### config.mk
export PLATFORM = sky130hd
export DESIGN_NAME = block_transfer_sequencer_flat
export DESIGN_NICKNAME = d
export VERILOG_FILES = /design/src/rtl/control_unit_pkg.sv /design/src/rtl/block_transfer_sequencer_if.sv /design/src/rtl/lowest_set_finder.sv /design/src/rtl/block_transfer_sequencer.sv /design/src/flat_wrapper.sv
export SDC_FILE = /design/constraint.sdc
export NUM_CORES = 1
export LEC_CHECK = 0
export CORE_MARGIN = 2
export CORE_UTILIZATION = 30
export CTS_BUF_LIST = sky130_fd_sc_hd__clkbuf_2
export DETAILED_ROUTE_END_ITERATION = 10
export HOLD_SLACK_MARGIN = 0.06
export PLACE_DENSITY = 0.45
export REMOVE_ABC_BUFFERS = 1
export SLEW_MARGIN = 20
export SYNTH_ARGS = -nofsm -noshare
export SYNTH_HDL_FRONTEND = slang
export SYNTH_HIERARCHICAL = 1
export SYNTH_SLANG_ARGS = --single-unit
### constraint.sdc
create_clock -name clk -period 10.4 [get_ports clk]
set_input_delay 3.12 -clock clk [delete_from_list [all_inputs] [get_ports clk]]
set_output_delay 3.12 -clock clk [all_outputs]
set_load 0.005 [all_outputs]
### src/rtl/control_unit_pkg.sv
// Shared types and constants for the block transfer sequencer: FSM state
// encoding, register-file size and the {pre,up} addressing-mode codes.
package control_unit_pkg;

  localparam int NUM_REGS = 16;

  typedef enum logic [2:0] {
    S_IDLE,
    S_SETUP,
    S_ISSUE,
    S_WBACK,
    S_FINISH
  } bts_state_t;

  // Mode is packed as {pre, up}.
  typedef logic [1:0] mode_t;
  localparam mode_t MODE_DA = 2'b00;
  localparam mode_t MODE_IA = 2'b01;
  localparam mode_t MODE_DB = 2'b10;
  localparam mode_t MODE_IB = 2'b11;

endpackage

### src/rtl/block_transfer_sequencer_if.sv
// Command and memory-side signals of the block transfer sequencer.
// The slave modport is the sequencer; master is whoever drives it.
interface block_transfer_sequencer_if #(
  parameter int ADDR_W = 32
);
  logic              start;
  logic [15:0]       reg_list;
  logic [ADDR_W-1:0] base_addr;
  logic              load;
  logic              up;
  logic              pre;
  logic              writeback;
  logic              mem_ready;
  logic              busy;
  logic              mem_req;
  logic              mem_rw;
  logic [ADDR_W-1:0] mem_addr;
  logic [3:0]        reg_addr;
  logic              reg_we;
  logic              wb_en;
  logic [ADDR_W-1:0] wb_value;
  logic              done;

  modport slave (
    input  start, reg_list, base_addr, load, up, pre, writeback, mem_ready,
    output busy, mem_req, mem_rw, mem_addr, reg_addr, reg_we, wb_en, wb_value, done
  );

  modport master (
    output start, reg_list, base_addr, load, up, pre, writeback, mem_ready,
    input  busy, mem_req, mem_rw, mem_addr, reg_addr, reg_we, wb_en, wb_value, done
  );
endinterface

### src/rtl/lowest_set_finder.sv
// Combinational priority encoder: index of the lowest set bit of a
// register mask, plus a flag telling whether any bit is set.
module lowest_set_finder
  import control_unit_pkg::*;
(
  input  logic [NUM_REGS-1:0] mask,
  output logic [3:0]          idx,
  output logic                any
);

  // NOTE: every always_comb output gets a default first, so no path leaves it
  // unassigned and no latch is inferred.
  always_comb begin
    idx = '0;
    for (int i = NUM_REGS - 1; i >= 0; i--) begin
      if (mask[i]) idx = 4'(i);
    end
    any = |mask;
  end

endmodule

### src/rtl/block_transfer_sequencer.sv
// Clocked load/store-multiple sequencer: walks the register list lowest bit
// first, issues one handshaked word transfer per register, then writes back.
module block_transfer_sequencer
  import control_unit_pkg::*;
#(
  parameter int ADDR_W     = 32,
  parameter int WORD_BYTES = 4
) (
  input logic                      clk,
  input logic                      reset_n,
  block_transfer_sequencer_if.slave bus
);

  localparam logic [ADDR_W-1:0] STRIDE = ADDR_W'(WORD_BYTES);

  bts_state_t          state, state_nxt;
  logic [NUM_REGS-1:0] mask;
  logic [ADDR_W-1:0]   base_q;
  logic [ADDR_W-1:0]   addr_q;
  logic [ADDR_W-1:0]   wb_val_q;
  logic                load_q;
  logic                wb_q;
  mode_t               mode_q;

  logic [3:0]          low_idx;
  logic                low_any;
  logic [NUM_REGS-1:0] onehot;
  logic [NUM_REGS-1:0] mask_after;
  logic [4:0]          n;
  logic [ADDR_W-1:0]   span;
  logic [ADDR_W-1:0]   first_addr;
  logic [ADDR_W-1:0]   wb_calc;
  logic                xfer;

  lowest_set_finder u_finder (
    .mask (mask),
    .idx  (low_idx),
    .any  (low_any)
  );

  always_comb begin
    n = '0;
    for (int i = 0; i < NUM_REGS; i++) n = n + 5'(mask[i]);
    span = ADDR_W'(n) * STRIDE;

    // Addresses always ascend, so decrementing modes start below the base.
    case (mode_q)
      MODE_IA: first_addr = base_q;
      MODE_IB: first_addr = base_q + STRIDE;
      MODE_DA: first_addr = base_q - span + STRIDE;
      default: first_addr = base_q - span;
    endcase
    wb_calc = mode_q[0] ? base_q + span : base_q - span;

    onehot          = '0;
    onehot[low_idx] = 1'b1;
    mask_after      = mask & ~onehot;
    xfer            = (state == S_ISSUE) && bus.mem_ready;
  end

  // NOTE: reset is synchronous, so it sits inside the clocked branch rather
  // than in the sensitivity list; sequential state uses <= only.
  always_ff @(posedge clk) begin
    if (!reset_n) state <= S_IDLE;
    else          state <= state_nxt;
  end

  always_comb begin
    state_nxt = state;
    case (state)
      S_IDLE:   if (bus.start) state_nxt = S_SETUP;
      S_SETUP:  state_nxt = (n == 5'd0) ? S_FINISH : S_ISSUE;
      S_ISSUE:  if (xfer && !(|mask_after)) state_nxt = wb_q ? S_WBACK : S_FINISH;
      S_WBACK:  state_nxt = S_FINISH;
      S_FINISH: state_nxt = S_IDLE;
      default:  state_nxt = S_IDLE;
    endcase
  end

  always_ff @(posedge clk) begin
    if (!reset_n) begin
      mask     <= '0;
      base_q   <= '0;
      addr_q   <= '0;
      wb_val_q <= '0;
      load_q   <= 1'b0;
      wb_q     <= 1'b0;
      mode_q   <= MODE_DA;
    end else begin
      case (state)
        S_IDLE: if (bus.start) begin
          mask   <= bus.reg_list;
          base_q <= bus.base_addr;
          load_q <= bus.load;
          wb_q   <= bus.writeback;
          mode_q <= {bus.pre, bus.up};
        end
        S_SETUP: begin
          addr_q   <= first_addr;
          wb_val_q <= wb_calc;
        end
        S_ISSUE: if (xfer) begin
          mask   <= mask_after;
          addr_q <= addr_q + STRIDE;
        end
        default: ;
      endcase
    end
  end

  always_comb begin
    bus.busy     = (state != S_IDLE);
    bus.mem_req  = 1'b0;
    bus.mem_rw   = 1'b0;
    bus.mem_addr = '0;
    bus.reg_addr = '0;
    bus.reg_we   = 1'b0;
    bus.wb_en    = 1'b0;
    bus.wb_value = '0;
    bus.done     = 1'b0;
    case (state)
      S_ISSUE: begin
        bus.mem_req  = low_any;
        bus.mem_rw   = load_q;
        bus.mem_addr = addr_q;
        bus.reg_addr = low_idx;
        bus.reg_we   = load_q & bus.mem_ready;
      end
      S_WBACK: begin
        bus.wb_en    = 1'b1;
        bus.wb_value = wb_val_q;
      end
      S_FINISH: bus.done = 1'b1;
      default: ;
    endcase
  end

endmodule
### src/flat_wrapper.sv
// flat-port wrapper written by rule: the top's interface ports become plain ports
module block_transfer_sequencer_flat import control_unit_pkg::*;
#(
  parameter int ADDR_W     = 32,
  parameter int WORD_BYTES = 4
)
  (clk, reset_n, bus_start, bus_reg_list, bus_base_addr, bus_load, bus_up, bus_pre, bus_writeback, bus_mem_ready, bus_busy, bus_mem_req, bus_mem_rw, bus_mem_addr, bus_reg_addr, bus_reg_we, bus_wb_en, bus_wb_value, bus_done);
  block_transfer_sequencer_if #(.ADDR_W(ADDR_W)) bus_i ();
  input logic clk;
  input logic reset_n;
  input wire logic [$bits(bus_i.start)-1:0] bus_start;
  input wire logic [$bits(bus_i.reg_list)-1:0] bus_reg_list;
  input wire logic [$bits(bus_i.base_addr)-1:0] bus_base_addr;
  input wire logic [$bits(bus_i.load)-1:0] bus_load;
  input wire logic [$bits(bus_i.up)-1:0] bus_up;
  input wire logic [$bits(bus_i.pre)-1:0] bus_pre;
  input wire logic [$bits(bus_i.writeback)-1:0] bus_writeback;
  input wire logic [$bits(bus_i.mem_ready)-1:0] bus_mem_ready;
  output wire logic [$bits(bus_i.busy)-1:0] bus_busy;
  output wire logic [$bits(bus_i.mem_req)-1:0] bus_mem_req;
  output wire logic [$bits(bus_i.mem_rw)-1:0] bus_mem_rw;
  output wire logic [$bits(bus_i.mem_addr)-1:0] bus_mem_addr;
  output wire logic [$bits(bus_i.reg_addr)-1:0] bus_reg_addr;
  output wire logic [$bits(bus_i.reg_we)-1:0] bus_reg_we;
  output wire logic [$bits(bus_i.wb_en)-1:0] bus_wb_en;
  output wire logic [$bits(bus_i.wb_value)-1:0] bus_wb_value;
  output wire logic [$bits(bus_i.done)-1:0] bus_done;
  assign bus_i.start = bus_start;
  assign bus_i.reg_list = bus_reg_list;
  assign bus_i.base_addr = bus_base_addr;
  assign bus_i.load = bus_load;
  assign bus_i.up = bus_up;
  assign bus_i.pre = bus_pre;
  assign bus_i.writeback = bus_writeback;
  assign bus_i.mem_ready = bus_mem_ready;
  assign bus_busy = bus_i.busy;
  assign bus_mem_req = bus_i.mem_req;
  assign bus_mem_rw = bus_i.mem_rw;
  assign bus_mem_addr = bus_i.mem_addr;
  assign bus_reg_addr = bus_i.reg_addr;
  assign bus_reg_we = bus_i.reg_we;
  assign bus_wb_en = bus_i.wb_en;
  assign bus_wb_value = bus_i.wb_value;
  assign bus_done = bus_i.done;
  block_transfer_sequencer #(.ADDR_W(ADDR_W), .WORD_BYTES(WORD_BYTES)) u_core (.clk(clk), .reset_n(reset_n), .bus(bus_i));
endmodule
==> summary.md, run 1 <==
| Metric | Value |
|---|---|
| Critical path's most frequent cell | `clkdlybuf4s50_1` |
| Largest family of logic cells by synthesized area | `simple AND/OR/NAND/NOR gates` |
| Endpoints failing setup | `0` |
| TritonCTS buffer count | `17` |
| Cell Rows | `between 60 and 70` |
| Synth Area in Simple Gates | `0.318` |
| Final Max Slew Viols | `0` |
| Slowest cell on the critical path | `clkdlybuf4s50_1` |
| Total core area | `0.0337 mm2` |
| Required time of the critical path | `around 7.3 ns` |
| Register area | `between 0.002 and 0.0025 mm2` |
| Yosys cell types | `about 80` |
| Worst-path fanout max | `12` |
| Final Hold Viols | `0` |
| RSZ-0062 raised after global routing | `false` |
| Area of the multi-input gates | `between 0.007 and 0.008 mm2` |
| CP cell instances | `clkdlybuf4s50_1, and3_1, clkdlybuf4s50_1` |
| Worst slew margin | `0.393` |
| Crit path DAT | `about 4.7 ns` |
| Total wire length | `between 30000 and 40000 um` |
| Synthesis-to-finish area growth | `16.7%` |
| Xor/xnor cell area share of the yosys netlist | `0.0670` |
| Cell depth of the worst min-delay path | `2` |
| WL/cell | `between 15 and 20 um` |
| Ys Warns | `6` |
| Maximum vdd drop | `between 200 and 250 uV` |
| Share of cells above drive strength 1 | `0.0508` |
| Vias in the first global route | `between 10000 and 15000` |
| Reg2reg start | `u_core/mask[5]$_SDFFE_PN0P_` |
| FMAX | `roughly 0.13 GHz` |
| Final Skew | `approximately 0.055 ns` |
| Post-synthesis compound-gate area fraction | `0.259` |
| Fin area | `around 0.012 mm2` |
| Die height | `between 150 and 200 um` |
| Global route overflow | `0` |
| Vias per Instance | `between 5 and 6` |
| Pin count of the biggest net entering global routing | `75` |
| Largest cells by area after synthesis | `dfxtp_1 (23%), nand2_1 (8.3%), o21ai_0 (6.0%)` |
| Primary FF master, synth | `dfxtp_1` |
| DRC | `0` |
| Mapped Cells | `around 1500` |
| Clock slew at reported path FFs | `approximately 0.17 ns` |
| Die footprint | `between 0.03 and 0.04 mm2` |
| Worst reg-to-reg path cell count | `23` |
| Worst-Skew Late Latency | `slightly below 0.8 ns` |
| Hpwl dp | `26400 um` |
| DP Area | `around 0.012 mm2` |
| Mux cell area share after synthesis | `0.0127` |
| Max Cap Violations | `0` |
| Top-area cell type share of the netlist area | `0.231` |
| Hold crit path type | `register to register` |
| Hold path startpoint | `u_core/wb_val_q[27]$_SDFFE_PN0P_` |
| Minimum clock period after layout | `between 7 and 8 ns` |
| Dominant cell type by area after synthesis | `dfxtp_1` |
| Layout Nets | `between 1500 and 2000` |
| Width of the die | `189 um` |
| Post-CTS Setup Bufs | `0` |
| Measured slew at the worst slew-check pin | `roughly 0.91 ns` |
| Clock sink total | `approximately 120` |
| Pre-antenna DRT Iters | `5` |
| Hold-fix buffers, CTS | `0` |
| Synthesized cell area | `slightly above 0.01 mm2` |
| CP Capture Type | `primary output` |
| Root buffer cell | `clkbuf_2` |
| All-Layer GR Usage | `0.205` |
| Antenna Nets Post-Route | `0` |
| Initial Util | `0.306` |
| Mapped Avg Cell Area | `roughly 7.0 um2` |
| Fillers | `3700` |
| Via count | `roughly 11000` |
| Clk buf depth | `2` |
| H-tree levels | `4` |
| CTS tree | `done` |
| Final Cycle Share | `0.748` |
| TNS Setup | `0 ns` |
| CP Launch Point | `bus_mem_ready` |
| Status | `complete, no violations` |
| Slowest cell delay on critical path | `about 0.80 ns` |
| Initial antenna violation count | `1` |
| RePlAce Congestion | `approximately 0.89` |
| #FFs+latches synth | `119` |
| Post-synth EDFFs | `0` |
| Number of port buffers | `129` |
| Post-CTS Resized | `0` |
| Static leakage | `approximately 4.3 nW` |
| Detailed Route Iter0 Violations | `550` |
| CP Launch Type | `input port` |
| Pwr dens | `slightly below 400 mW/mm2` |
| Setup CP Type | `input port to primary output` |
| First-pass GRT wire length | `58500 um` |
| Sequential share of the synthesized area | `0.231` |
| Async set or reset register ratio after synthesis | `0` |
| # IOs | `130` |
| Adder-Cell Fraction of Synth Area | `0.0487` |
==> final cells by class <==
cell class              instances  share of cell area
flip-flops and latches        119               0.198
multi-input cells            1191               0.605
clock buffers                  18             0.00748
inverters                      48              0.0150
well taps                     448              0.0465
diodes                          1            0.000208
clock inverters                14              0.0112
repair buffers                145               0.117
==> routing by layer <==
layer  GRT usage  routed length, um  vias to the layer above
met3      0.0237               1020                       28
met4      0.0534                585                        0
met2       0.356              18000                      192
met1       0.270              17300                     5145
met5           0                  0                        -
li1            -                  -                     5254
==> power by group <==
part / switching [mW] / internal (mW) / total (mW) / leakage [nW]
registers: 0.195 / 0.580 / 0.775 / 0.971
logic: 2.18 / 1.36 / 3.54 / 3.24
clock network: 0.205 / 0.108 / 0.313 / 0.131
total: 2.58 / 2.05 / 4.63 / 4.34
==> cells in the mapped netlist, drive strengths merged, types with 9 or more instances <==
| cell type | n |
|---|---|
| a21o | 9 |
| a31oi | 27 |
| o22ai | 10 |
| and2 | 96 |
| fa | 12 |
| o31ai | 10 |
| nor2 | 82 |
| and3 | 17 |
| inv | 48 |
| ha | 21 |
| o21ai | 129 |
| a211oi | 13 |
| a21boi | 64 |
| nand2 | 228 |
| clkbuf | 92 |
| a21oi | 99 |
| xnor2 | 50 |
| xor2 | 29 |
| nor3 | 34 |
| buf | 23 |
| nand4 | 18 |
| nand2b | 11 |
| nand3 | 49 |
| mux2i | 12 |
| dfxtp | 119 |
| or3 | 27 |
| nor4 | 20 |
| nor2b | 25 |
==> cells by family after synthesis <==
family	count (synthesis)
compound gates	423
xor+xnor	79
fa+ha+maj	33
buf+inv	163
flops	119
mux	13
simple gates	643
==> path summary, 6_finish.rpt <==
path	to	slack, ns
max reg2reg	u_core/addr_q[28]$_SDFFE_PN0P_	2.65
min	u_core/wb_val_q[27]$_SDFFE_PN0P_	0.48
max	bus_reg_we	2.62
min reg2reg	u_core/wb_val_q[27]$_SDFFE_PN0P_	0.48
==> worst max-delay path, delay by kind of cell <==
kind,cells,cell delay (ns)
buffers and inverters,2,1.30
AND/OR/NAND/NOR,1,0.24
==> state kept, by name (all words and copies together) (netlist names) <==
register,cells
u_core/addr_q,32
u_core/load_q,1
u_core/base_q,32
u_core/mask,16
u_core/state,3
u_core/wb_val_q,32
u_core/wb_q,1
u_core/mode_q,2
==> layout by cell type, fill, tap and decap left out, types with 10 or more instances in the layout <==
cell,count
ha_1,21
nor2_1,81
mux2i_1,12
xnor2_1,50
fa_1,12
nor3_1,32
o21ai_0,124
nand2_1,226
buf_4,17
inv_1,48
nand2b_1,11
and3_1,17
clkdlybuf4s50_1,128
nor2b_1,24
o22ai_1,10
clkbuf_2,18
nand4_1,17
xor2_1,29
nand3_1,48
and2_1,94
o31ai_1,10
a31oi_1,27
a21boi_0,64
dfxtp_1,119
nor4_1,17
or3_1,27
a21oi_1,98
a211oi_1,12
==> per-stage QoR <==
stage	power (mW)	hold WS (ns)	std cells	util	worst slack, ns
finish	4.63	0.477	1984	0.358	2.62
global route	5.10	0.496	1984	0.358	2.13
CTS	4.67	0.483	1983	0.357	2.61
detailed placement	4.33	0.457	1951	0.351	2.61
global placement	4.29	0.451	1951	0.351	2.66
floorplan	3.28	0.435	1358	-	3.18
Power figures use the tool's default switching activity.
==> run 2, diff against run 1 <==
==> constraint.sdc (replaced) <==
create_clock -name clk -period 8.1 [get_ports clk]
set_input_delay 2.43 -clock clk [delete_from_list [all_inputs] [get_ports clk]]
set_output_delay 2.43 -clock clk [all_outputs]
set_load 0.005 [all_outputs]
==> summary.md, run 2 (synthesis gave the netlist of run 1 again) <==
| Metric | Value |
|---|---|
| Minimum clock period after layout | `~7.6 ns` |
| Status | `complete, no violations (unchanged)` |
| Post-CTS Setup Bufs | `0 (unchanged)` |
| Placed cells | `1952 (was 1951)` |
| Total wire length | `36500 um (was 36800 um)` |
| CP Capture Type | `register (was primary output)` |
| Vias in the first global route | `10300 (about the same)` |
| Clock slew at reported path FFs | `0.26 ns (was 0.17 ns)` |
| Width of the die | `189 um (unchanged)` |
| Worst slew margin | `0.364 (was 0.393)` |
| Slowest cell delay on critical path | `0.86 ns (was 0.80 ns)` |
| Static leakage | `4.34 nW (about the same)` |
| Hpwl dp | `26500 um (was 26400 um)` |
| TNS Setup | `0 ns (unchanged)` |
| Fin area | `0.0121 mm2 (was 0.0120 mm2)` |
| Via count | `10600 (about the same)` |
| Measured slew at the worst slew-check pin | `0.954 ns (was 0.907 ns)` |
| RePlAce Congestion | `0.880 (was 0.894)` |
| Non-Filler Instances | `1985 (was 1984)` |
| TritonCTS buffer count | `17 (unchanged)` |
| Slowest cell on the critical path | `a2111oi_4 (was clkdlybuf4s50_1)` |
| Setup CP Type | `register to register (was input port to primary output)` |
| Critical path buffers and inverters | `6 (was 2)` |
| Worst reg-to-reg path cell count | `24 (was 23)` |
| Final Cycle Share | `0.935` |
| Number of port buffers | `129 (unchanged)` |
| Worst-path fanout max | `16 (was 12)` |
| Final Max Slew Viols | `0 (unchanged)` |
| Root buffer cell | `clkbuf_2 (unchanged)` |
| Required time of the critical path | `8.81 ns (was 7.28 ns)` |
| CP cell instances | `inv_1, fa_1, inv_1, fa_1, fa_1, inv_1, fa_1, inv_1, ha_1, inv_1, fa_1, nor2b_1, o21ai_0, inv_1, ha_1, a2111oi_4, o21ai_1, a222oi_1, nand4_1, or4_1, or3_1, a211oi_1, o31ai_1, a31oi_1 (was clkdlybuf4s50_1, and3_1, clkdlybuf4s50_1)` |
| Global route overflow | `0 (unchanged)` |
| Cell depth of the worst min-delay path | `2 (unchanged)` |
| Antenna Nets Post-Route | `0 (unchanged)` |
| FMAX | `0.132 GHz` |
| Layout Nets | `1612 (was 1611)` |
| Commonest non-fill, non-tap cell in the layout | `nand2_1 (unchanged)` |
| Worst-Skew Late Latency | `0.78 ns (was 0.79 ns)` |
| H-tree levels | `4 (unchanged)` |
| Endpoints failing setup | `0 (unchanged)` |
| DP Area | `0.0118 mm2 (about the same)` |
| Largest regs | `u_core/addr_q x32, u_core/base_q x32, u_core/wb_val_q x32 (unchanged)` |
| Hold crit path type | `register to register (unchanged)` |
| Critical path's most frequent cell | `inv_1 (was clkdlybuf4s50_1)` |
| CTS tree | `done (unchanged)` |
| Die height | `189 um (unchanged)` |
| WL/cell | `18.4 um (was 18.6 um)` |
| Maximum vdd drop | `434 uV (was 250 uV)` |
| Design Power | `5.91 mW (was 4.63 mW)` |
| Initial Util | `0.306 (unchanged)` |
| All-Layer GR Usage | `0.204 (was 0.205)` |
| Pwr dens | `490 mW/mm2 (was 384 mW/mm2)` |
| Pin count of the biggest net entering global routing | `76 (was 75)` |
| Pre-antenna DRT Iters | `6 (was 5)` |
| Max Cap Violations | `0 (unchanged)` |
| Clk buf depth | `2 (unchanged)` |
| Initial antenna violation count | `1 (unchanged)` |
| Synthesis-to-finish area growth | `16.8% (was 16.7%)` |
| Share of cells above drive strength 1 | `0.0527 (was 0.0508)` |
| Vias per Instance | `5.34 (was 5.35)` |
| Final Hold Viols | `0 (unchanged)` |
| Most frequent cells in the layout | `nand2_1 (226), clkdlybuf4s50_1 (128), o21ai_0 (124) (unchanged)` |
| Hold-fix buffers, CTS | `0 (unchanged)` |
| Clock sink total | `119 (unchanged)` |
| Crit path DAT | `8.28 ns (was 4.66 ns)` |
| Detailed Route Iter0 Violations | `706 (was 550)` |
| Final Skew | `0.0705 ns (was 0.0546 ns)` |
| Cell Rows | `67 (unchanged)` |
| RSZ-0062 raised after global routing | `false (unchanged)` |
| DRC | `0 (unchanged)` |
| # IOs | `130 (unchanged)` |
| Die footprint | `0.0359 mm2 (unchanged)` |
| Hold WS | `0.474 ns (was 0.477 ns)` |
| Crit path depth | `24 (was 3)` |
| CP Launch Type | `register (was input port)` |
| Post-CTS Resized | `0 (unchanged)` |
| Delay-heaviest family, CP | `adder cells (was buffers and inverters)` |
| Total core area | `0.0337 mm2 (unchanged)` |
| First-pass GRT wire length | `57900 um (was 58500 um)` |
## run 2: cell types whose count changed in the layout (fill, tap and decap cells not counted), sizes merged
cell and change:
buf +1, clkbuf -1, clkinv +1, inv +1
bufinv -1
## run 2: per-stage QoR
step,worst slack [ns],util
global route,0.0647,0.358
detailed placement,0.652,0.351
floorplan,1.49,-
CTS,0.526,0.357
finish,0.526,0.358
global placement,0.775,0.351
## run 2: final timing paths
kind                              startpoint  slack [ns]                         endpoint
min reg2reg  u_core/wb_val_q[1]$_SDFFE_PN0P_        0.47  u_core/wb_val_q[1]$_SDFFE_PN0P_
min          u_core/wb_val_q[1]$_SDFFE_PN0P_        0.47  u_core/wb_val_q[1]$_SDFFE_PN0P_
max reg2reg      u_core/mask[5]$_SDFFE_PN0P_        0.53   u_core/addr_q[28]$_SDFFE_PN0P_
max              u_core/mask[5]$_SDFFE_PN0P_        0.53   u_core/addr_q[28]$_SDFFE_PN0P_
## run 2: worst reg2reg max path, delay by kind of cell, from the launching register on
family,cells,cell delay [ns]
compound gates,7,2.35
fa+ha+maj,7,2.82
buf+inv,6,0.48
flops,1,0.51
simple gates,4,1.35
## run 2: layout make-up
type / count / area, um2
Multi-Input combinational cell: 1191 / 7290
Sequential cell: 119 / 2380
Inverter: 48 / 180
Antenna cell: 1 / 2.50
Timing Repair Buffer: 146 / 1420
Clock inverter: 15 / 133
Clock buffer: 17 / 85.1
Tap cell: 448 / 561
Fill cell: 3739 / 21600
## run 2: layer usage
layer / wire length (um) / part of all wire / track usage
met1: 16800 / 0.46 / 0.271
met4: 783 / 0.021 / 0.0653
met2: 17300 / 0.47 / 0.343
met3: 1590 / 0.043 / 0.0278
met5: 0 / 0 / 0
## run 2: report_power, final
group / switching (mW) / internal (mW)
registers: 0.252 / 0.745
clock network: 0.276 / 0.111
logic: 2.78 / 1.74
total: 3.31 / 2.60
